## src/rtl/cond_pkg.sv

```systemverilog
// rtl/cond_pkg.sv - shared condition-code constants, state encoding and counter width
package cond_pkg;

    localparam logic [3:0] COND_EQ = 4'h0;
    localparam logic [3:0] COND_NE = 4'h1;
    localparam logic [3:0] COND_CS = 4'h2;
    localparam logic [3:0] COND_CC = 4'h3;
    localparam logic [3:0] COND_MI = 4'h4;
    localparam logic [3:0] COND_PL = 4'h5;
    localparam logic [3:0] COND_VS = 4'h6;
    localparam logic [3:0] COND_VC = 4'h7;
    localparam logic [3:0] COND_HI = 4'h8;
    localparam logic [3:0] COND_LS = 4'h9;
    localparam logic [3:0] COND_GE = 4'hA;
    localparam logic [3:0] COND_LT = 4'hB;
    localparam logic [3:0] COND_GT = 4'hC;
    localparam logic [3:0] COND_LE = 4'hD;
    localparam logic [3:0] COND_AL = 4'hE;
    localparam logic [3:0] COND_NV = 4'hF;

    // Flush counter width; supports FLUSH_CYCLES up to 7
    localparam int CNT_W = 3;

    typedef enum logic {
        ST_IDLE  = 1'b0,
        ST_FLUSH = 1'b1
    } state_t;

endpackage

```

## src/rtl/cond_eval.sv

```systemverilog
// rtl/cond_eval.sv - combinational ARM condition-field evaluator
module cond_eval
    import cond_pkg::*;
(
    input  logic [3:0] Cond,
    input  logic       N,
    input  logic       Z,
    input  logic       C,
    input  logic       V,
    output logic       pass
);

    // Decode the 4-bit condition against the supplied flags; 1111 never passes
    always_comb begin
        pass = 1'b0;
        case (Cond)
            COND_EQ: pass = Z;
            COND_NE: pass = !Z;
            COND_CS: pass = C;
            COND_CC: pass = !C;
            COND_MI: pass = N;
            COND_PL: pass = !N;
            COND_VS: pass = V;
            COND_VC: pass = !V;
            COND_HI: pass = C & !Z;
            COND_LS: pass = !C | Z;
            COND_GE: pass = (N == V);
            COND_LT: pass = (N != V);
            COND_GT: pass = !Z & (N == V);
            COND_LE: pass = Z | (N != V);
            COND_AL: pass = 1'b1;
            default: pass = 1'b0;
        endcase
    end

endmodule

```

## src/rtl/cond_flag_unit.sv

```systemverilog
// rtl/cond_flag_unit.sv - NZCV flag register, condition check with bypass, branch flush sequencer
module cond_flag_unit
    import cond_pkg::*;
#(
    parameter int FLUSH_CYCLES = 2
) (
    input  logic       Clk,
    input  logic       Reset,
    input  logic [3:0] Cond,
    input  logic       CondValid,
    input  logic       IsBranch,
    input  logic       SetFlags,
    input  logic       Nin,
    input  logic       Zin,
    input  logic       Cin,
    input  logic       Vin,
    output logic       N,
    output logic       Z,
    output logic       C,
    output logic       V,
    output logic       CondPass,
    output logic       BranchTaken,
    output logic       Flush
);

    state_t           state_q;
    logic [CNT_W-1:0] cnt_q;
    logic [3:0]       flags_q;
    logic [3:0]       flags_d;
    logic             branch_taken_q;
    logic             flush_q;

    logic             idle;
    logic             flag_write;
    logic [3:0]       eval_flags;
    logic             eval_pass;
    logic             take_branch;

    assign idle       = (state_q == ST_IDLE);
    // A flag setter arriving during a flush is in the squashed shadow
    assign flag_write = SetFlags & idle;

    // Flag source: same-cycle ALU result when it is being written, else stored flags
    always_comb begin
        eval_flags = flags_q;
        flags_d    = flags_q;
        if (flag_write) begin
            eval_flags = {Nin, Zin, Cin, Vin};
            flags_d    = {Nin, Zin, Cin, Vin};
        end
    end

    cond_eval u_cond_eval (
        .Cond (Cond),
        .N    (eval_flags[3]),
        .Z    (eval_flags[2]),
        .C    (eval_flags[1]),
        .V    (eval_flags[0]),
        .pass (eval_pass)
    );

    assign CondPass    = CondValid & eval_pass & idle;
    assign take_branch = CondPass & IsBranch;

    // Architectural flag register
    always_ff @(posedge Clk) begin
        if (Reset) begin
            flags_q <= 4'b0000;
        end else begin
            flags_q <= flags_d;
        end
    end

    // Flush sequencer: taken branch holds Flush for FLUSH_CYCLES cycles
    always_ff @(posedge Clk) begin
        if (Reset) begin
            state_q        <= ST_IDLE;
            cnt_q          <= '0;
            branch_taken_q <= 1'b0;
            flush_q        <= 1'b0;
        end else begin
            case (state_q)
                ST_IDLE: begin
                    branch_taken_q <= take_branch;
                    flush_q        <= take_branch;
                    if (take_branch) begin
                        state_q <= ST_FLUSH;
                        cnt_q   <= CNT_W'(FLUSH_CYCLES - 1);
                    end
                end
                ST_FLUSH: begin
                    branch_taken_q <= 1'b0;
                    if (cnt_q == '0) begin
                        state_q <= ST_IDLE;
                        flush_q <= 1'b0;
                    end else begin
                        cnt_q   <= cnt_q - CNT_W'(1);
                        flush_q <= 1'b1;
                    end
                end
                default: begin
                    state_q        <= ST_IDLE;
                    cnt_q          <= '0;
                    branch_taken_q <= 1'b0;
                    flush_q        <= 1'b0;
                end
            endcase
        end
    end

    assign N           = flags_q[3];
    assign Z           = flags_q[2];
    assign C           = flags_q[1];
    assign V           = flags_q[0];
    assign BranchTaken = branch_taken_q;
    assign Flush       = flush_q;

endmodule

```

## config.mk

```make
export PLATFORM = sky130hd
export DESIGN_NAME = cond_flag_unit
export DESIGN_NICKNAME = d
export VERILOG_FILES = /design/src/rtl/cond_pkg.sv /design/src/rtl/cond_eval.sv /design/src/rtl/cond_flag_unit.sv
export SDC_FILE = /design/constraint.sdc
export NUM_CORES = 1
export LEC_CHECK = 0
export ABC_CLOCK_PERIOD_IN_PS = 5100
export CORE_UTILIZATION = 48
export CTS_CLUSTER_SIZE = 24
export DETAILED_ROUTE_END_ITERATION = 8
export HOLD_SLACK_MARGIN = 0.02
export PLACE_DENSITY = 0.77
export SKIP_CTS_REPAIR_TIMING = 1
export SYNTH_ARGS = -nofsm -noshare
export SYNTH_HDL_FRONTEND = slang
export SYNTH_SLANG_ARGS = --single-unit
export TNS_END_PERCENT = 10
```

## constraint.sdc

```tcl
create_clock -name Clk -period 5.1 [get_ports Clk]
set_input_delay 0.765 -clock Clk [delete_from_list [all_inputs] [get_ports Clk]]
set_output_delay 0.765 -clock Clk [all_outputs]
set_load 0.01 [all_outputs]
```

==> results of run 1 <==
-- synth_stat cells (all sizes together), types with 2 or more instances --
cell	instances	area [um^2]
nand2	4	15.01
o32ai	2	17.52
nand3b	3	22.52
dfxtp	9	180.2
xnor2	2	17.52
mux2	2	30.03
nor3	2	10.01
mux4	2	52.55
ha	2	25.02
nor4	2	12.51
mux2i	6	60.06
inv	6	22.52
nand4	2	12.51
nor2b	3	26.27
nor2	8	30.03
buf	3	25.02
-- worst min-delay path: cells and delay by family (launching register included) --
kind / cells / cell delay (ns)
flops: 1 / 0.30
buf+inv: 1 / 0.08
compound gates: 1 / 0.07
-- state kept, by name, indices dropped and copies added, names as in the netlist --
signal       count
flags_q          4
state_q          1
BranchTaken      1
cnt_q            3
-- cell families after synthesis --
logic type / after synthesis / share of synthesized area
AOI/OAI and AO/OA: 11 / 0.1338
muxes: 10 / 0.2119
xor gates and xnor gates: 2 / 0.02603
DFF: 9 / 0.2677
buffers and inverters: 10 / 0.07619
adders and majority gates: 2 / 0.03717
and+or+nand+nor: 29 / 0.2472
-- metrics by stage --
step,std cells,area (um^2),utilization
6_report,107,879.6,0.6760
5_1_grt,107,879.6,0.6760
4_1_cts,107,879.6,0.6760
3_5_place_dp,103,853.3,0.6558
3_3_place_gp,103,853.3,0.6558
2_1_floorplan,73,673.1,-
-- area by class of cell --
type                    count  area (um^2)  share of cell area
multi-input cells          54        441.7              0.5021
clock buffers               4        26.28             0.02987
inverters                   6        22.52             0.02560
well taps                  15        18.77             0.02134
flip-flops and latches      9        180.2              0.2048
repair buffers             19        190.2              0.2162
-- where the power goes --
part	switching, uW	internal [uW]	total (uW)
logic	24.6	31.5	56.1
registers	2.82	73.9	76.7
clock network	24.0	30.1	54.1
-- final timing paths --
kind,start,to,slack (ns),cells past startpoint
worst max register to register,state_q,cnt_q[1],3.03,6
worst min-delay path,cnt_q[0],cnt_q[0],0.49,2
worst max-delay path,SetFlags,CondPass,1.05,8
worst min register to register,cnt_q[0],cnt_q[0],0.49,2
-- per-layer routing --
metal,wire [um],track usage,vias to the layer above
li1,-,-,308
met1,622,0.2199,276
met2,692,0.3525,12
met3,53,0.01705,5
met4,32,0.1293,0
met5,0,0,-
==> reports/metrics.cfg, run 1 <==
[synthesis]
synth.avg_cell_area_um2=9.221
synthCells=73
post_synth_num_cell_types=33
netlist_area_um2=673.1
synthFlopType=dfxtp_1
async_flop_share=0
synth_enable_flop_cells=0
ys_seq_elements=9
synth_nets=88
ys_seq_area_frac=0.2677
ys_warn_count=0

[timing]
clock_skew_ns=0.006235
timing.hold.ws_ns=0.4942
fmax_mhz=247.2
finalHoldViolCount=0
fin_tns_setup_ns=0
maxSlewViolCount=0
rsz0062_at_grt=false
setup_ws_ns=1.054
finalCritPeriodShare=0.7934
period_needed_ns=4.046
final-setup-viol-count=0
worst_pin_slew_ns=0.3457
slew_headroom=0.7688

[cells_and_area]
antenna_cells=0
drive_above_1_share=0.08696
final_cell_mix=19 x clkdlybuf4s50_1, 9 x dfxtp_1, 8 x nor2_1
syn_to_final_growth_pct=30.67
layout_commonest_cell=clkdlybuf4s50_1
nets=108
fillCellCount=122

[floorplanning]
initial_utilization=0.5173
core_area_um2=1301
die_h_um=39.45
io_pins=20
dieArea_um2=1556
rows=13
fp.dieW_um=39.45

[critical_path]
crit_required_ns=4.34
cp-end-kind=output port
start_kind=input port
crit_type=in -> out
critical_path.max_stage_delay_ns=0.59
cp_num_buf_inv=2
crit_chain=clkdlybuf4s50_1 > nor2b_4 > mux4_1 > o221ai_1 > a311o_1 > nor2_1 > nor2_1 > clkdlybuf4s50_1
worstPathArrival_ns=3.28
slowest_stage=mux4_1
crit_fanout=11
cpLargestDelayFamily=buffers and inverters

[run_status]
status=completed

[cts]
cts_root_buf=clkbuf_4
tritoncts=yes
clockBufferDepth=2
cts.reportedPaths.clkPinSlew_ns=0.05
clkLatencyLatePin_ns=0.26
numCtsBuffers=3
clkSinkCount=9
htreeDepth=1

[detailed_routing]
drt-pass1-iter-count=4
postRouteAntennaNets=0
num_vias=601
drc=0
drtIter0Drc=6
drt_wl_total_um=1401
wl_per_cell_um=13.09
vias_per_cell=5.617

[place]
dp_hpwl_um=1114
gp_congestion=0.7214
io_buffers=19
pre_cts_ws_ns=1.072

[grt]
globalRouteOverflowTotal=0
grt_pass1_wl_um=2014
grt_usage=0.1983
antenna_found_initial=0
grt_max_degree=12
grt_pass1_vias=499

[pwr]
powerDensity_nw_per_um2=212.5
vdd_drop_max_mv=0.1736
p_leak_uw=0.0003560
finalPower_uw=186.9

[min_path]
hp-class=reg -> reg

[job]
maxCapViolCount=0

Power figures use the tool's default switching activity.
==> run 2: changes to the inputs <==
Settings changed: ABC_CLOCK_PERIOD_IN_PS 5100 to 3720, CORE_UTILIZATION 48 to 41, PLACE_DENSITY 0.77 to 0.7.
Clock period 5.1 ns to 3.72 ns, I/O delays scaled along.
==> run 2 against run 1 <==
Against the previous run:
- sequential power up 37%
- register-to-register slack worse by 1.4 ns
- count of clock-buffer cells in the layout did not move
- setup slack got worse by 0.81 ns
- worst hold slack better by 0.0048 ns
- first-iteration DRC count down 50%
- design area increased by 1.0%
- largest power group unchanged
==> reports/metrics.cfg, run 2 (synthesis results as in run 1) <==
[run_status]
status=completed

[cts]
htreeDepth=1  ; unchanged
tritoncts=yes
clkLatencyLatePin_ns=0.26  ; about the same
numCtsBuffers=3  ; unchanged
cts_root_buf=clkbuf_4
clockBufferDepth=2  ; unchanged
cts.reportedPaths.clkPinSlew_ns=0.06  ; about the same
clkSinkCount=9  ; unchanged

[timing]
final-setup-viol-count=0  ; unchanged
rsz0062_at_grt=false
fmax_mhz=287.6
fin_tns_setup_ns=0  ; unchanged
slew_headroom=0.7707  ; +0.001867
finalCritPeriodShare=0.9346
clock_skew_ns=0.0003612  ; -0.005874 ns
worst_pin_slew_ns=0.3429  ; -0.002792 ns
period_needed_ns=3.477
finalHoldViolCount=0  ; unchanged
maxSlewViolCount=0  ; unchanged

[grt]
grt_usage=0.1696  ; -0.02872
grt_max_degree=12  ; unchanged
antenna_found_initial=0  ; unchanged
globalRouteOverflowTotal=0  ; unchanged
grt_pass1_vias=589  ; +18%
grt_pass1_wl_um=2408  ; +20%

[critical_path]
slowest_stage=clkdlybuf4s50_1
crit_required_ns=3.16  ; -1.18 ns
r2r_cells=7  ; +1
r2r_slack_ns=1.66  ; -1.37 ns
start_kind=input port
cp-end-kind=output port
crit_chain=clkdlybuf4s50_1 > nor2b_4 > buf_4 > mux2i_1 > mux2_4 > a311o_1 > nor2_1 > nor2_1 > clkdlybuf4s50_1
crit_fanout=10  ; -1
r2r_start=state_q
critical_path.max_stage_delay_ns=0.47  ; -0.12 ns
r2r-end=cnt_q[0]
worstPathArrival_ns=2.92  ; -0.36 ns
crit_type=in -> out

[cells_and_area]
seqCellArea_um2=180.2  ; unchanged
stdcell_count=109  ; +1.9%
largest_reg_flops=4  ; unchanged
nets=109  ; +0.93%
antenna_cells=0  ; unchanged
layout_commonest_cell=clkdlybuf4s50_1
reg_top3=flags_q x4, cnt_q x3
stdcell_area_um2=888.4  ; +1.0%
final_cell_mix=19 x clkdlybuf4s50_1, 9 x dfxtp_1, 8 x nor2_1
multi_input_area_um2=441.7  ; unchanged
largest-register=flags_q
fillCellCount=140  ; +15%
drive_above_1_share=0.09677  ; +0.009818
fin_util=0.5829  ; -0.09304
syn_to_final_growth_pct=31.97

[min_path]
hp-class=reg -> reg
hold_end=cnt_q[1]
min_path_cells=2  ; unchanged
worstHoldStart=cnt_q[1]

[pwr]
finalPower_uw=257.6  ; +38%
p_leak_uw=0.0003608  ; +1.4%
vdd_drop_max_mv=0.2242  ; +29%
powerDensity_nw_per_um2=289.9  ; +36%

[detailed_routing]
drtIter0Drc=3  ; -3
met3_wirelength_um=52  ; -1.9%
top_layer_used=met4
num_vias=609  ; +1.3%
drt-pass1-iter-count=4  ; unchanged
wl_per_cell_um=12.75  ; -2.6%
vias_per_cell=5.587  ; -0.53%
postRouteAntennaNets=0  ; unchanged
wl_met2_um=670  ; -3.2%
drt_wl_total_um=1390  ; -0.79%
drc=0  ; unchanged
wl_met1_um=646  ; +3.9%

[place]
gp_congestion=0.7316  ; +1.4%
place_area_um2=862.1  ; +1.0%
io_buffers=19  ; unchanged
dp_hpwl_um=1103  ; -0.92%
place_inst=105  ; +1.9%

[floorplanning]
dieArea_um2=1808  ; +16%
rows=14  ; +1
io_pins=20  ; unchanged
die_h_um=42.52  ; +7.8%
core_area_um2=1524  ; +17%
initial_utilization=0.4417  ; -0.07560
fp.dieW_um=42.52  ; +7.8%

[job]
maxCapViolCount=0  ; unchanged

[run 2: routing by layer]
layer	vias to the layer above	track usage
met5	-	0
met2	16	0.2800
li1	306	-
met4	0	0.07500
met3	2	0.01293
met1	285	0.2243
[run 2: through the flow]
stage | hold slack, ns | worst slack, ns
after global routing | 0.5317 | 0.1210
final | 0.4990 | 0.2431
after floorplan | 0.4629 | 1.286
after detailed placement | 0.4888 | 0.2497
after CTS | 0.4988 | 0.2371
after global placement | 0.4809 | 0.2509
[run 2: worst max-delay path, delay by kind of cell]
kind,cells,cell delay (ns)
and+or+nand+nor,3,0.29
muxes,2,0.59
AOI/OAI and AO/OA,1,0.36
buffers and inverters,3,1.12
[run 2: layout make-up]
class | instances | share of cell area
flip-flops and latches | 9 | 0.2028
inverters | 6 | 0.02535
multi-input cells | 54 | 0.4972
clock buffers | 4 | 0.02958
repair buffers | 20 | 0.2225
well taps | 16 | 0.02254
[run 2: report_power, final]
part / switching (uW) / leakage [uW] / internal (uW) / total (uW)
registers: 3.59 / 0.0000735 / 101 / 105
logic: 34.1 / 0.000272 / 44.0 / 78.1
clock network: 33.3 / 0.0000150 / 41.3 / 74.6
[run 2: worst max-delay path by stage]
stage,from,to,cells past startpoint
after floorplan,SetFlags,CondPass,6
after global placement,SetFlags,CondPass,9
after detailed placement,SetFlags,CondPass,9
after CTS,SetFlags,CondPass,9
after global routing,Cond[1],CondPass,8
final,SetFlags,CondPass,9
